===== src/rtl/saida_dados_display_if.sv =====
// rtl/saida_dados_display_if.sv - request/ack handshake, data word and segment outputs
// master = control unit side, slave = display output block
interface saida_dados_display_if;
  logic [31:0] dado;
  logic        estagioSaidaUC;
  logic        estagioSaidaDisplay;
  logic        ocupado;
  logic        overflow;
  logic [6:0]  hex0, hex1, hex2, hex3, hex4, hex5, hex6, hex7;

  modport master (
    output dado, estagioSaidaUC,
    input  estagioSaidaDisplay, ocupado, overflow,
    input  hex0, hex1, hex2, hex3, hex4, hex5, hex6, hex7
  );

  modport slave (
    input  dado, estagioSaidaUC,
    output estagioSaidaDisplay, ocupado, overflow,
    output hex0, hex1, hex2, hex3, hex4, hex5, hex6, hex7
  );
endinterface


===== src/rtl/saida_dados_display.sv =====
// rtl/saida_dados_display.sv - signed 32-bit word to eight seven-segment displays
// Sequential double-dabble conversion, one bit per clock, level request/ack handshake.
module saida_dados_display #(
  parameter int          SEG_ATIVO_BAIXO = 1,
  parameter int unsigned MAX_MAGNITUDE   = 9999999
) (
  input  logic                 clock,
  input  logic                 reset,
  saida_dados_display_if.slave bus
);

  localparam logic [6:0] BLANK = 7'b1111111;
  localparam logic [6:0] DASH  = 7'b0111111;

  function automatic logic [27:0] paraBcd(input int unsigned v);
    logic [27:0] r;
    int unsigned x;
    x = v;
    r = '0;
    for (int i = 0; i < 7; i++) begin
      r[4*i +: 4] = 4'(x % 10);
      x = x / 10;
    end
    return r;
  endfunction

  // Valid BCD compares correctly as a plain unsigned number.
  localparam logic [27:0] MAX_BCD =
    paraBcd((MAX_MAGNITUDE > 32'd9999999) ? 32'd9999999 : MAX_MAGNITUDE);

  function automatic logic [6:0] codifica(input logic [3:0] d);
    case (d)
      4'd0:    return 7'b1000000;
      4'd1:    return 7'b1111001;
      4'd2:    return 7'b0100100;
      4'd3:    return 7'b0110000;
      4'd4:    return 7'b0011001;
      4'd5:    return 7'b0010010;
      4'd6:    return 7'b0000010;
      4'd7:    return 7'b1111000;
      4'd8:    return 7'b0000000;
      default: return 7'b0010000;
    endcase
  endfunction

  function automatic logic [6:0] pol(input logic [6:0] s);
    return (SEG_ATIVO_BAIXO != 0) ? s : ~s;
  endfunction

  typedef enum logic [1:0] {OCIOSO, CONVERTE, ATUALIZA, ESPERA} estado_t;

  estado_t     estado;
  logic        sinal;
  logic [31:0] magnitude;
  logic [39:0] bcd;
  logic [5:0]  contador;
  logic        ack;
  logic        ocupadoReg;
  logic        overflowReg;
  logic [6:0]  hexReg [8];

  logic [39:0] bcdAjustado;
  logic [71:0] deslocado;
  logic        estouro;
  logic [6:0]  segsNovos [7];
  logic        visto;

  always_comb begin
    bcdAjustado = '0;
    for (int i = 0; i < 10; i++) begin
      bcdAjustado[4*i +: 4] = (bcd[4*i +: 4] >= 4'd5) ? bcd[4*i +: 4] + 4'd3 : bcd[4*i +: 4];
    end
  end

  assign deslocado = {bcdAjustado, magnitude} << 1;
  assign estouro   = (bcd[39:28] != 12'd0) || (bcd[27:0] > MAX_BCD);

  // Leading-zero blanking: a digit shows once any higher digit was nonzero; digit 0 always shows.
  always_comb begin
    visto = 1'b0;
    for (int i = 0; i < 7; i++) segsNovos[i] = BLANK;
    for (int i = 6; i >= 0; i--) begin
      if (bcd[4*i +: 4] != 4'd0 || i == 0) visto = 1'b1;
      segsNovos[i] = estouro ? DASH : (visto ? codifica(bcd[4*i +: 4]) : BLANK);
    end
  end

  always_ff @(posedge clock or negedge reset) begin
    if (!reset) begin
      estado      <= OCIOSO;
      sinal       <= 1'b0;
      magnitude   <= '0;
      bcd         <= '0;
      contador    <= '0;
      ack         <= 1'b0;
      ocupadoReg  <= 1'b0;
      overflowReg <= 1'b0;
      for (int i = 0; i < 8; i++) hexReg[i] <= pol(BLANK);
    end else begin
      case (estado)
        OCIOSO: begin
          if (bus.estagioSaidaUC && !ack) begin
            sinal      <= bus.dado[31];
            magnitude  <= bus.dado[31] ? (~bus.dado + 32'd1) : bus.dado;
            bcd        <= '0;
            contador   <= '0;
            ocupadoReg <= 1'b1;
            estado     <= CONVERTE;
          end
        end
        CONVERTE: begin
          {bcd, magnitude} <= deslocado;
          contador         <= contador + 6'd1;
          if (contador == 6'd31) estado <= ATUALIZA;
        end
        ATUALIZA: begin
          for (int i = 0; i < 7; i++) hexReg[i] <= pol(segsNovos[i]);
          hexReg[7]   <= pol(sinal ? DASH : BLANK);
          overflowReg <= estouro;
          ocupadoReg  <= 1'b0;
          if (bus.estagioSaidaUC) begin
            ack    <= 1'b1;
            estado <= ESPERA;
          end else begin
            estado <= OCIOSO;
          end
        end
        default: begin
          if (!bus.estagioSaidaUC) begin
            ack    <= 1'b0;
            estado <= OCIOSO;
          end
        end
      endcase
    end
  end

  assign bus.estagioSaidaDisplay = ack;
  assign bus.ocupado             = ocupadoReg;
  assign bus.overflow            = overflowReg;
  assign bus.hex0 = hexReg[0];
  assign bus.hex1 = hexReg[1];
  assign bus.hex2 = hexReg[2];
  assign bus.hex3 = hexReg[3];
  assign bus.hex4 = hexReg[4];
  assign bus.hex5 = hexReg[5];
  assign bus.hex6 = hexReg[6];
  assign bus.hex7 = hexReg[7];

endmodule

===== src/flat_wrapper.sv =====
// flat-port wrapper written by rule: the top's interface ports become plain ports
module saida_dados_display_flat 
#(
  parameter int          SEG_ATIVO_BAIXO = 1,
  parameter int unsigned MAX_MAGNITUDE   = 9999999
)
  (clock, reset, bus_dado, bus_estagioSaidaUC, bus_estagioSaidaDisplay, bus_ocupado, bus_overflow, bus_hex0, bus_hex1, bus_hex2, bus_hex3, bus_hex4, bus_hex5, bus_hex6, bus_hex7);
  saida_dados_display_if bus_i ();
  input  logic clock;
  input  logic reset;
  input wire logic [$bits(bus_i.dado)-1:0] bus_dado;
  input wire logic [$bits(bus_i.estagioSaidaUC)-1:0] bus_estagioSaidaUC;
  output wire logic [$bits(bus_i.estagioSaidaDisplay)-1:0] bus_estagioSaidaDisplay;
  output wire logic [$bits(bus_i.ocupado)-1:0] bus_ocupado;
  output wire logic [$bits(bus_i.overflow)-1:0] bus_overflow;
  output wire logic [$bits(bus_i.hex0)-1:0] bus_hex0;
  output wire logic [$bits(bus_i.hex1)-1:0] bus_hex1;
  output wire logic [$bits(bus_i.hex2)-1:0] bus_hex2;
  output wire logic [$bits(bus_i.hex3)-1:0] bus_hex3;
  output wire logic [$bits(bus_i.hex4)-1:0] bus_hex4;
  output wire logic [$bits(bus_i.hex5)-1:0] bus_hex5;
  output wire logic [$bits(bus_i.hex6)-1:0] bus_hex6;
  output wire logic [$bits(bus_i.hex7)-1:0] bus_hex7;
  assign bus_i.dado = bus_dado;
  assign bus_i.estagioSaidaUC = bus_estagioSaidaUC;
  assign bus_estagioSaidaDisplay = bus_i.estagioSaidaDisplay;
  assign bus_ocupado = bus_i.ocupado;
  assign bus_overflow = bus_i.overflow;
  assign bus_hex0 = bus_i.hex0;
  assign bus_hex1 = bus_i.hex1;
  assign bus_hex2 = bus_i.hex2;
  assign bus_hex3 = bus_i.hex3;
  assign bus_hex4 = bus_i.hex4;
  assign bus_hex5 = bus_i.hex5;
  assign bus_hex6 = bus_i.hex6;
  assign bus_hex7 = bus_i.hex7;
  saida_dados_display #(.SEG_ATIVO_BAIXO(SEG_ATIVO_BAIXO), .MAX_MAGNITUDE(MAX_MAGNITUDE)) u_core (.clock(clock), .reset(reset), .bus(bus_i));
endmodule

===== config.mk =====
export PLATFORM = sky130hd
export DESIGN_NAME = saida_dados_display_flat
export DESIGN_NICKNAME = d
export VERILOG_FILES = /design/src/rtl/saida_dados_display_if.sv /design/src/rtl/saida_dados_display.sv /design/src/flat_wrapper.sv
export SDC_FILE = /design/constraint.sdc
export NUM_CORES = 1
export LEC_CHECK = 0
export BUFFER_PORTS_ARGS = -buffer_cell sky130_fd_sc_hd__clkbuf_2
export CORE_MARGIN = 2
export CORE_UTILIZATION = 58
export CTS_BUF_LIST = sky130_fd_sc_hd__clkbuf_4
export DETAILED_ROUTE_END_ITERATION = 10
export GPL_TIMING_DRIVEN = 0
export HOLD_SLACK_MARGIN = 0.02
export PLACE_DENSITY = 0.8
export SYNTH_ARGS = -nofsm -noshare
export SYNTH_HDL_FRONTEND = slang
export SYNTH_SLANG_ARGS = --single-unit

===== constraint.sdc =====
create_clock -name clock -period 3.1 [get_ports clock]
set_clock_uncertainty 0.1 [all_clocks]
set_input_delay 0.31 -clock clock [delete_from_list [all_inputs] [get_ports clock]]
set_output_delay 0.31 -clock clock [all_outputs]
set_load 0.01 [all_outputs]

==> key figures <==
Pwr
  – Power Internal: 4.47 mW
  – Pleak: 3.99 nW
  – Maximum vdd drop: 0.365 mV
  – Gate power share: 47.9%
  – Switching power: approximately 3.4 mW
  – Sequential power share: 35.4%
  – Switching Fraction: 43.4%
  – Power Density: 831 nW/um2
  – Overall power: slightly below 8 mW
  – Proportion of power drawn by the clock network: 16.7%

Timing
  – Minimum clock period after layout: about 3.0 ns
  – Max_slew headroom: 11.2%
  – RSZ-0062 raised after global routing: false
  – Final Max Tran Viols: 0
  – Fmax: 0.331 GHz
  – Worst-Margin Slew: around 1.3 ns
  – Crit share post-route: 97.3%
  – Final-report hold violation count: 0
  – Final Setup Violations: 0

Detailed routing
  – Iter 0 DRT Violations: 752
  – DR vias: 7742
  – Avg Vias per Cell: 6.20
  – DRC: 0
  – TritonRoute pass-1 iters: 6
  – Final ANT Viol Nets: 0
  – Routed wire per std cell: ~18 um
  – Total wire length: around 22000 um

Global route
  – Initial antenna violation count: 0
  – Busiest grt layer: met2
  – GRT Resource Usage Total: 30.4%
  – Grt total ovfl: 0
  – Met2 Usage GRT: between 40% and 50%
  – Met3 Usage GRT: under 10%
  – First-pass GRT wire length: 35900 um
  – Vias in the first global route: ~7300
  – Largest net degree at the start of global routing: 70
  – Grt met1 use: 40.6%

Worst hold path
  – WHS Path Cells: 3
  – Worst Hold Launch: bus_dado[16]
  – WHS Endpoint: u_core.magnitude[16]
  – HP Class: input port to flop

Synth
  – Flop and latch count out of synthesis: 134
  – Post-Syn Area: 8180 um2
  – Ys flop type: dfrtp_1
  – Synth warnings: 0
  – Syn Area/Cell: 8.93 um2
  – Synth area leaders: dfrtp_1 (26%), dfstp_2 (16%), ha_1 (7.2%)
  – Most frequent cell after synthesis: nor2_1
  – Most area-hungry cell type in the Yosys netlist: dfrtp_1
  – Post-synth top area share: 25.7%
  – Ys async rst share: 100%
  – Post-Synthesis Cells: 916
  – Post-synth EDFFs: 0
  – Commonest cells post-synth: nor2_1 (116), dfrtp_1 (84), o21ai_0 (82)
  – Seq/Total Area, Yosys: 41.8%
  – Yosys cell types: 71

Cells and area
  – Final #Nets: around 1100
  – Antenna fix cells: 0
  – Final cell count without fillers: ~1200
  – Layout cell share with drive strength beyond 1: roughly 18%
  – Fillers: 1103
  – Design area: 9500 um2
  – Syn-to-layout area delta: 16.1%
  – Fin util: 68.7%

Run
  – Max Cap Viol: 0

Floorplanning
  – Die ar.: 15100 um2
  – Row Count: 43
  – Die Height: 123 um
  – Die boundary width: 123 um
  – Core Region: around 14000 um2
  – Initial core utilization: between 50 and 60%
  – I/O pins: 94

Setup path
  – Worst EP required: 3.45 ns
  – FF-to-FF Start: u_core.bcd[32]
  – Kind of critical path: input port to flop
  – RR Endpoint: u_core.bus.hex0[2]
  – CP endpoint kind: flop
  – CP arrival: 3.37 ns
  – Crit start category: input port
  – Crit Path Max Fanout: 6
  – Flop2flop setup slack: 0.12 ns
  – Reg2reg path depth: 7

Place
  – Cell total after placement: 1188
  – Post-DP HPWL: between 15000 and 20000 um
  – Placer congestion estimate: 0.908
  – IO Port Bufs: 86
  – Area after DPL: between 8000 and 9000 um2

Clock tree
  – Clock Pin Slew Worst Setup and Hold Paths: 0.13 ns
  – Skew-Pair Late Insertion Delay: around 0.58 ns
  – Clock root cell: clkbuf_4
  – Inserted Clock Buffers: 17
  – Clock buffer depth: 2
  – H-tree Lvls: 4
  – Sink Count: about 130
  – Post-CTS setup buffer count: 0
  – TritonCTS clock tree: yes

Outcome
  – Outcome: finished, final reports clean
per-layer routing:
metal	wire [um]	up-vias	part of all wire, %
met5	0	-	0
met1	9500	3717	43
met4	862	0	3.9
li1	-	3587	-
met2	10400	358	47
met3	1530	80	6.9
what timing repair did:
action / CTS / global route
endpoints found under the hold margin: 95 / 0
resized for setup: 0 / 1
endpoints found under the setup margin: 0 / 7
hold buffers: 29 / 0
cell families (layout without fill, tap and decap cells):
family,count (synthesis),count (layout),synth area share [%]
AOI/OAI and AO/OA,289,289,22.8
xor gates and xnor gates,30,30,3.21
adders and majority gates,47,47,7.19
buffers and inverters,97,245,4.83
DFF,134,134,41.8
muxes,16,16,1.96
other,1,6,0.0459
and+or+nand+nor,302,302,18.2
metrics by stage:
step	worst slack, ns	hold WS (ns)	setup TNS, ns
2_1_floorplan	0.796	-0.0856	0
3_3_place_gp	-0.530	0.319	-43.94
3_5_place_dp	0.285	0.252	0
4_1_cts	0.177	0.0212	0
5_1_grt	0.00466	0.0346	0
6_report	0.0829	0.0380	0
worst max path at each step:
stage	endpoint	slack, ns	startpoint	depth (start not counted)
finish	u_core.magnitude[22]	0.08	bus_dado[0]	9
detailed placement	u_core.bus.hex1[4]	0.28	u_core.bcd[24]	7
CTS	u_core.bus.hex1[4]	0.18	u_core.bcd[24]	7
global route	u_core.bus.hex0[2]	0.005	u_core.estado[0]	7
floorplan	u_core.magnitude[29]	0.80	bus_dado[2]	6
global placement	u_core.bcd[18]	-0.53	reset	1
power groups by stage:
stage	logic (mW)	registers, mW	clock network [mW]
finish	3.78	2.79	1.32
global route	4.22	2.87	1.39
CTS	3.72	2.78	1.32
detailed placement	3.66	2.80	0
global placement	3.55	2.79	0
floorplan	2.72	2.72	0
layout by cell type, fill, tap and decap left out, types with 12 or more instances in the layout:
cell / n
a21oi_1: 60
a22oi_1: 27
a31oi_1: 37
a32o_1: 16
clkbuf_1: 51
clkbuf_2: 85
clkbuf_4: 21
dfrtp_1: 84
dfstp_2: 50
dlygate4sd3_1: 29
ha_1: 47
inv_1: 29
mux2i_1: 16
nand2_1: 60
nand2b_1: 19
nand3_1: 33
nor2_1: 116
o211ai_1: 12
o21ai_0: 82
o31ai_1: 17
xor2_1: 20
state kept, by name, indices dropped and copies added (netlist names):
name / count
u_core.bus.hex0: 7
u_core.bus.hex1: 7
u_core.bus.estagioSaidaDisplay: 1
u_core.bus.hex6: 7
u_core.bus.hex3: 7
u_core.bus.hex5: 7
u_core.bus.hex7: 1
u_core.bus.hex4: 7
u_core.bus.ocupado: 1
u_core.sinal: 1
u_core.estado: 2
u_core.magnitude: 32
u_core.bcd: 40
u_core.bus.hex2: 7
u_core.bus.overflow: 1
u_core.contador: 6
critical path, cell delays in order:
cell	delay (ns)
dlygate4sd3_1	0.54
clkbuf_2	0.13
inv_1	0.07
ha_1	0.18
or3b_2	0.51
nor4_1	1.02
a311oi_1	0.27
a41oi_1	0.23
o211ai_1	0.10
area by class of cell:
| cell class | instances | area [um2] | area share (%) |
|---|---|---|---|
| multi-input cells | 690 | 4390 | 46.2 |
| flip-flops and latches | 134 | 3420 | 36.0 |
| repair buffers | 116 | 757 | 7.97 |
| plain buffers | 67 | 283 | 2.98 |
| well taps | 180 | 225 | 2.37 |
| clock buffers | 21 | 158 | 1.66 |
| clock inverters | 11 | 156 | 1.65 |
| inverters | 30 | 113 | 1.19 |
Power figures use the tool's default switching activity.
